$ cat config.mk
export PLATFORM = sky130hd
export DESIGN_NAME = mem_interface
export DESIGN_NICKNAME = d
export VERILOG_FILES = /design/src/rtl/mem_if_pkg.sv /design/src/rtl/mem_timeout_ctr.sv /design/src/rtl/mem_interface.sv
export SDC_FILE = /design/constraint.sdc
export NUM_CORES = 1
export LEC_CHECK = 0
export ABC_AREA = 1
export CAP_MARGIN = 20
export CORE_UTILIZATION = 35
export DETAILED_ROUTE_END_ITERATION = 10
export PLACE_DENSITY_LB_ADDON = 0.05
export SLEW_MARGIN = 20
export SYNTH_ARGS = -nofsm -noshare
export SYNTH_HDL_FRONTEND = slang
export SYNTH_SLANG_ARGS = --single-unit
$ cat constraint.sdc
create_clock -name clk -period 1.4 [get_ports clk]
set_input_delay 0.28 -clock clk [delete_from_list [all_inputs] [get_ports clk]]
set_output_delay 0.28 -clock clk [all_outputs]
set_load 0.005 [all_outputs]
$ cat src/rtl/mem_if_pkg.sv
// mem_if_pkg: shared state encoding and default sizes for the memory interface
package mem_if_pkg;
  typedef enum logic [1:0] {IDLE, READ, WRITE, DONE} state_e;
  localparam int DATA_W_DEF = 32;
  localparam int ADDR_W_DEF = 9;
  localparam int TIMEOUT_DEF = 16;
endpackage

$ cat src/rtl/mem_timeout_ctr.sv
// mem_timeout_ctr: wait-cycle counter that flags the last allowed cycle before timeout
module mem_timeout_ctr
  import mem_if_pkg::*;
#(
  parameter int TIMEOUT = TIMEOUT_DEF
) (
  input  logic clk,
  input  logic reset,
  input  logic clr,
  input  logic en,
  output logic expired
);
  localparam int CW = $clog2(TIMEOUT + 1);
  logic [CW-1:0] cnt_q, cnt_d;
  always_comb cnt_d = clr ? '0 : en ? cnt_q + CW'(1) : cnt_q;
  always_ff @(posedge clk)
    if (!reset) cnt_q <= '0;
    else cnt_q <= cnt_d;
  assign expired = cnt_q == CW'(TIMEOUT - 1);
endmodule

$ cat src/rtl/mem_interface.sv
// mem_interface: MAR/MDR register pair with a request/ack handshake and timeout
module mem_interface
  import mem_if_pkg::*;
#(
  parameter int DATA_W = DATA_W_DEF,
  parameter int ADDR_W = ADDR_W_DEF,
  parameter int TIMEOUT = TIMEOUT_DEF
) (
  input  logic              clk,
  input  logic              reset,
  input  logic [DATA_W-1:0] bus_in,
  input  logic              e_MAR,
  input  logic              e_MDR,
  input  logic              mem_read,
  input  logic              mem_write,
  input  logic [DATA_W-1:0] mem_rdata,
  input  logic              mem_ack,
  output logic [ADDR_W-1:0] mem_addr,
  output logic [DATA_W-1:0] mem_wdata,
  output logic              mem_req,
  output logic              mem_we,
  output logic [DATA_W-1:0] MDR_out,
  output logic              busy,
  output logic              done,
  output logic              err
);
  state_e state_q, state_d;
  logic [ADDR_W-1:0] mar_q, mar_d;
  logic [DATA_W-1:0] mdr_q, mdr_d;
  logic err_q, err_d;
  logic expired;
  mem_timeout_ctr #(.TIMEOUT(TIMEOUT)) u_ctr (
    .clk(clk),
    .reset(reset),
    .clr(!busy),
    .en(busy),
    .expired(expired)
  );
  always_comb begin
    state_d = state_q;
    mar_d = mar_q;
    mdr_d = mdr_q;
    err_d = 1'b0;
    unique case (state_q)
      IDLE: begin
        mar_d = e_MAR ? bus_in[ADDR_W-1:0] : mar_q;
        mdr_d = e_MDR ? bus_in : mdr_q;
        state_d = mem_read ? READ : mem_write ? WRITE : IDLE;
      end
      READ, WRITE: begin
        mdr_d = (mem_ack && state_q == READ) ? mem_rdata : mdr_q;
        state_d = (mem_ack || expired) ? DONE : state_q;
        err_d = expired && !mem_ack;
      end
      DONE: state_d = IDLE;
      default: state_d = IDLE;
    endcase
  end
  always_ff @(posedge clk)
    if (!reset) begin
      state_q <= IDLE;
      mar_q <= '0;
      mdr_q <= '0;
      err_q <= 1'b0;
    end else begin
      state_q <= state_d;
      mar_q <= mar_d;
      mdr_q <= mdr_d;
      err_q <= err_d;
    end
  assign busy = state_q == READ || state_q == WRITE;
  assign mem_req = busy;
  assign mem_we = state_q == WRITE;
  assign done = state_q == DONE;
  assign err = err_q;
  assign mem_addr = mar_q;
  assign mem_wdata = mdr_q;
  assign MDR_out = mdr_q;
endmodule

==> results_dict.tcl, run 1 <==
set metrics [dict create \
    met1_usage 0.252 \
    synth_area_leader_cell "dfxtp_1" \
    async_flop_share 0 \
    grt_pass1_vias 2653 \
    crit_type "flop to flop" \
    cellLeakagePower_uw 0.00256 \
    hold_viol 0 \
    fillers 696 \
    cts_max_level 2 \
    dieHeight_um 89.0 \
    rsz0062_at_grt "true" \
    slew_viol_final 0 \
    firstDrtPassIters 4 \
    ant_nets 0 \
    placed_area_sq_um 4090 \
    via_per_inst 4.34 \
    fin_cells 681 \
    clock_latency_ps 310 \
    num-nets-final 659 \
    area_growth_pct 81.0 \
    power.density_nw_per_um2 2430 \
    syn_inst 426 \
    fin_util 0.657 \
    status "finished, violations left" \
    cts_tree "yes" \
    tightest_slew_ps 263 \
    grt_use_total 0.208 \
    cap_viol_max_count 0 \
    route.detailed.drc 0 \
    dpl.hpwl_um 5340 \
    met3_usage 0.0443 \
    antenna_found_initial 0 \
    ys_seq_area_frac 0.371 \
    dieWidth_um 89.0 \
    cpPeakStageDelay_ps 350 \
    synth_top_area_frac 0.371 \
    cp.arrival_ps 1820 \
    synth_nets 504 \
    grt_use_met2 0.380 \
    syn-cell-area_sq_um 2650 \
    clock.fmax_ghz 0.621 \
    setup_ws_ps -209 \
    ios 149 \
    rrSetupSlack_ps -210 \
    core_sq_um 7290 \
    fin_skew_ps 9.45 \
    synth-seq-cells 49 \
    end_kind "flop" \
    synth_ff_type "dfxtp_1" \
    violations "setup timing" \
    grt_busiest_layer "met2" \
    synth_edf_count 0 \
    numCtsBuffers 5 \
    drive_gt1_frac 0.265 \
    drt-total-wl_um 8680 \
    crit_chain "buf_6 -> inv_4 -> ha_4 -> buf_6 -> inv_4 -> nand2_4 -> nand3_4 -> buf_12 -> clkbuf_16 -> nor2_2 -> nor2_1" \
    fin_crit_ps 1610 \
    synth.area.top_cells "dfxtp_1 37%, nand2_1 23%, nor2_1 12%" \
    hold_class "input port to flop" \
    final_cell_mix "147 x nand2_1, 72 x dlygate4sd2_1, 69 x clkdlybuf4s50_1" \
    ys.warnings.count 0 \
    dr_total_vias 2956 \
    ir_drop_v 0.00110 \
    syn_area_per_cell_sq_um 6.21 \
    root_buffer "clkbuf_8" \
    slowest_stage "dfxtp_2" \
    fp-row-count 31 \
    pre_cts_ws_ps -131 \
    ys_types 15 \
    wl_per_cell_um 12.7 \
    clock_path_buffers 2 \
    diodes 0 \
    final_common_cell "nand2_1" \
    start_kind "flop" \
    io_buffer_count 148 \
    gp_congestion 0.718 \
    clock-sinks 49 \
    slew_headroom 0.822 \
    initial_core_util 0.363 \
    grt_pass1_wl_um 12500 \
    fin_area_sq_um 4790 \
    dpl.cell_count 640 \
    die_area_sq_um 7920 \
    drt_iter0_markers 40 \
    grt-ovfl-total 0 \
    path_clk_slew_ps 100 \
    finalSetupViolations 40 \
    cp_max_fo 8 \
    grt_max_degree 23 \
    final.period_utilization 1.15 \
    worstPathRequired_ps 1610 \
]
==> report_power, final <==
group	total, uW	switching, uW	internal (uW)
clock network	828	481	348
registers	2210	276	1940
logic	8630	4230	4400
total	11700	4990	6680
==> per-stage QoR <==
stage                     TNS, ps  hold WS, ps  total power, uW
after floorplan                 0          356             5740
after global placement      -1940          456             7900
after detailed placement    -3980          467             8040
after CTS                   -6190          283            10600
after global routing        -9500          308            12600
final                       -6500          314            11700
==> synth_stat cells (2+ instances only) <==
master / number
a21oi_1: 6
buf_2: 14
buf_4: 34
clkbuf_1: 4
dfxtp_1: 49
ha_1: 7
inv_1: 44
nand2_1: 164
nor2_1: 83
nor3b_1: 2
o21ai_0: 15
==> cell type report <==
class,instances,area [sq um],share of cell area
Clock inverter,2,10.0,0.00209
Inverter,45,174,0.0363
Multi-Input combinational cell,280,1390,0.290
Clock buffer,6,72.6,0.0151
Timing Repair Buffer,200,1990,0.416
Tap cell,99,124,0.0258
Sequential cell,49,1030,0.215
==> layer usage <==
layer	part of all wire	wire [um]
met1	0.43	3700
met2	0.50	4340
met3	0.064	551
met4	0.0098	85
met5	0	0
==> cells by family after synthesis <==
group / count (synthesis) / share of synthesized area
and+or+nand+nor: 251 / 0.362
buffers and inverters: 97 / 0.192
DFF: 49 / 0.371
AOI/OAI and AO/OA: 22 / 0.0425
adders and majority gates: 7 / 0.0331
==> repair_timing <==
item	CTS	global route
endpoints found under the setup margin	117	45
gates cloned	5	2
resized for setup	158	57
hold buffers	0	0
setup buffers	25	3
pin swaps	5	8
==> critical path: cells and delay by family, from the launching register on <==
kind                       cells  cell delay [ps]
adders and majority gates      1              280
buffers and inverters          6              600
DFF                            1              350
and+or+nand+nor                4              280
==> worst paths after layout <==
kind	start	end	cells after the start
max reg2reg	state_q[1]	MDR_out[8]	11
min reg2reg	u_ctr.cnt_q[3]	u_ctr.cnt_q[3]	2
max	state_q[1]	MDR_out[8]	11
min	reset	u_ctr.cnt_q[4]	3
==> registers in the layout, summed over array words and instances, names as in the netlist <==
signal / count
err: 1
MDR_out: 32
mem_addr: 9
u_ctr.cnt_q: 5
state_q: 2
No activity file was read; power rests on OpenSTA's default activity.
==> run 2: changes to the inputs <==
Settings changed: CORE_ASPECT_RATIO from default to 0.8.
==> run 2 against run 1 <==
Effect of this change:
- the flow still finishes with violations (setup timing)
- routed wire length shrank 3.0%
- sequential cell count is the same
- die area about the same
- clock skew is 5.9 ps lower
- worst setup slack gained 56 ps
- non-clock buffer count grew 3
- clock power rose by 1%
- clock-buffer cell count rose by 1
- sequential power hardly changed
- critical path depth stayed put
- critical path type unchanged
==> results_dict.tcl, run 2 (same netlist as run 1, synthesis figures left out) <==
set metrics [dict create \
    r2r_cells 11 \
    area_growth_pct 73.6 \
    hold_viol 0 \
    io_buffer_count 148 \
    dieHeight_um 79.8 \
    p_clk_frac 0.079 \
    ant_nets 0 \
    p_sw_uw 4430 \
    end_kind "flop" \
    diodes 0 \
    slew_headroom 0.772 \
    slew_viol_final 0 \
    num-nets-final 662 \
    ir_drop_v 0.00115 \
    multi_input_comb_area_sq_um 1260 \
    cp.arrival_ps 1780 \
    cp_max_fo 12 \
    p_sw_frac 0.416 \
    grt-ovfl-total 0 \
    pre_cts_ws_ps -152 \
    fillers 650 \
    final_common_cell "nand2_1" \
    largest_reg_flops 32 \
    fin_skew_ps 3.54 \
    core_sq_um 7090 \
    final.period_utilization 1.11 \
    crit_type "flop to flop" \
    grt_use_total 0.204 \
    worstHoldPathCells 3 \
    tightest_slew_ps 343 \
    status "finished, violations left" \
    rrSetupSlack_ps -150 \
    fin_crit_ps 1550 \
    ctsHoldBuffers 0 \
    die_area_sq_um 7920 \
    drt_iter0_markers 91 \
    clock-sinks 49 \
    gp_congestion 0.726 \
    worstPathRequired_ps 1630 \
    seq_area_sq_um 1030 \
    start_kind "flop" \
    drt-total-wl_um 8420 \
    firstDrtPassIters 4 \
    grt_pass1_wl_um 12700 \
    p_total_uw 10600 \
    internal-power_uw 6200 \
    dpl.hpwl_um 5560 \
    ios 149 \
    final_cell_mix "154 x nand2_1, 74 x nor2_1, 71 x clkdlybuf4s50_1, 71 x dlygate4sd2_1, 42 x inv_1" \
    fin_util 0.648 \
    via_per_inst 4.37 \
    cap_viol_max_count 0 \
    initial_core_util 0.373 \
    rsz0062_at_grt "true" \
    antenna_found_initial 0 \
    fp-row-count 27 \
    wl_per_cell_um 12.5 \
    clock.fmax_ghz 0.644 \
    dr_total_vias 2935 \
    violations "setup timing" \
    cellLeakagePower_uw 0.00252 \
    setup_ws_ps -153 \
    finalSetupViolations 40 \
    cts_tree "yes" \
    clock_path_buffers 2 \
    route.detailed.drc 0 \
    whs_ps 372 \
    grt_max_degree 26 \
    hold_class "input port to flop" \
    power.density_nw_per_um2 2310 \
    drive_gt1_frac 0.219 \
    path_clk_slew_ps 90 \
    dieWidth_um 99.2 \
    power_frac_comb 0.713 \
    numCtsBuffers 5 \
    grt_pass1_vias 2670 \
    cts_max_level 2 \
    root_buffer "clkbuf_8" \
    p_seq_frac 0.208 \
    clock_latency_ps 290 \
]
-- run 2: changes by cell type in the layout (fill, tap and decap cells not counted), moves of 4 or more --
cell	delta
nor2_4	-10
dfxtp_2	-4
nand2_4	-5
nor2_1	+16
buf_4	+5
nand2_1	+7
dfxtp_1	+4
nor2_2	-6
-- run 2: final cells by class --
cell class,count,share of cell area
Tap cell,87,0.0237
Timing Repair Buffer,203,0.424
Inverter,45,0.0373
Multi-Input combinational cell,280,0.274
Clock buffer,7,0.0188
Sequential cell,49,0.223
-- run 2: power groups by stage --
stage	combinational, uW	clock (uW)	sequential (uW)
final	7580	840	2210
after global routing	8450	918	2260
after detailed placement	5870	0	2230
after global placement	5760	0	2210
after floorplan	3540	0	2200
after CTS	6610	871	2210
-- run 2: worst paths after layout --
path	start	endpoint
worst max-delay path	state_q[0]	MDR_out[0]
worst min-delay path	reset	MDR_out[6]
worst max register to register	state_q[0]	MDR_out[0]
worst min register to register	u_ctr.cnt_q[0]	u_ctr.cnt_q[0]
-- run 2: timing repair --
action,CTS,global route
buffers inserted,29,2
pin swaps,3,8
setup endpoints to repair,110,47
hold endpoints to repair,0,0
cloned,2,4
gates resized for setup,132,26
-- run 2: layer usage --
layer  GRT usage  routed length (um)  share of wire  vias up
met5           0                   0              0        -
met4      0.0382                  37         0.0044        0
met3      0.0429                 563          0.067        4
met2       0.357                3920           0.47       99
met1       0.261                3900           0.46     1290
li1            -                   -              -     1542
-- run 2: critical path, stage by stage, from the launching register on --
cell	delay, ps
dfxtp_2	350
inv_2	60
ha_4	280
buf_6	120
inv_4	40
nand2_4	50
nand3_4	60
buf_12	160
clkbuf_16	170
nand2_1	50
nand2_1	40
nor2_1	90
-- run 2: metrics by stage --
step / TNS, ps / instances / cell area [sq um]
final: -4580 / 671 / 4600
after detailed placement: -4090 / 627 / 4070
after CTS: -4620 / 665 / 4410
after global routing: -8160 / 671 / 4600
after global placement: -3950 / 627 / 4070
after floorplan: 0 / 426 / 2660
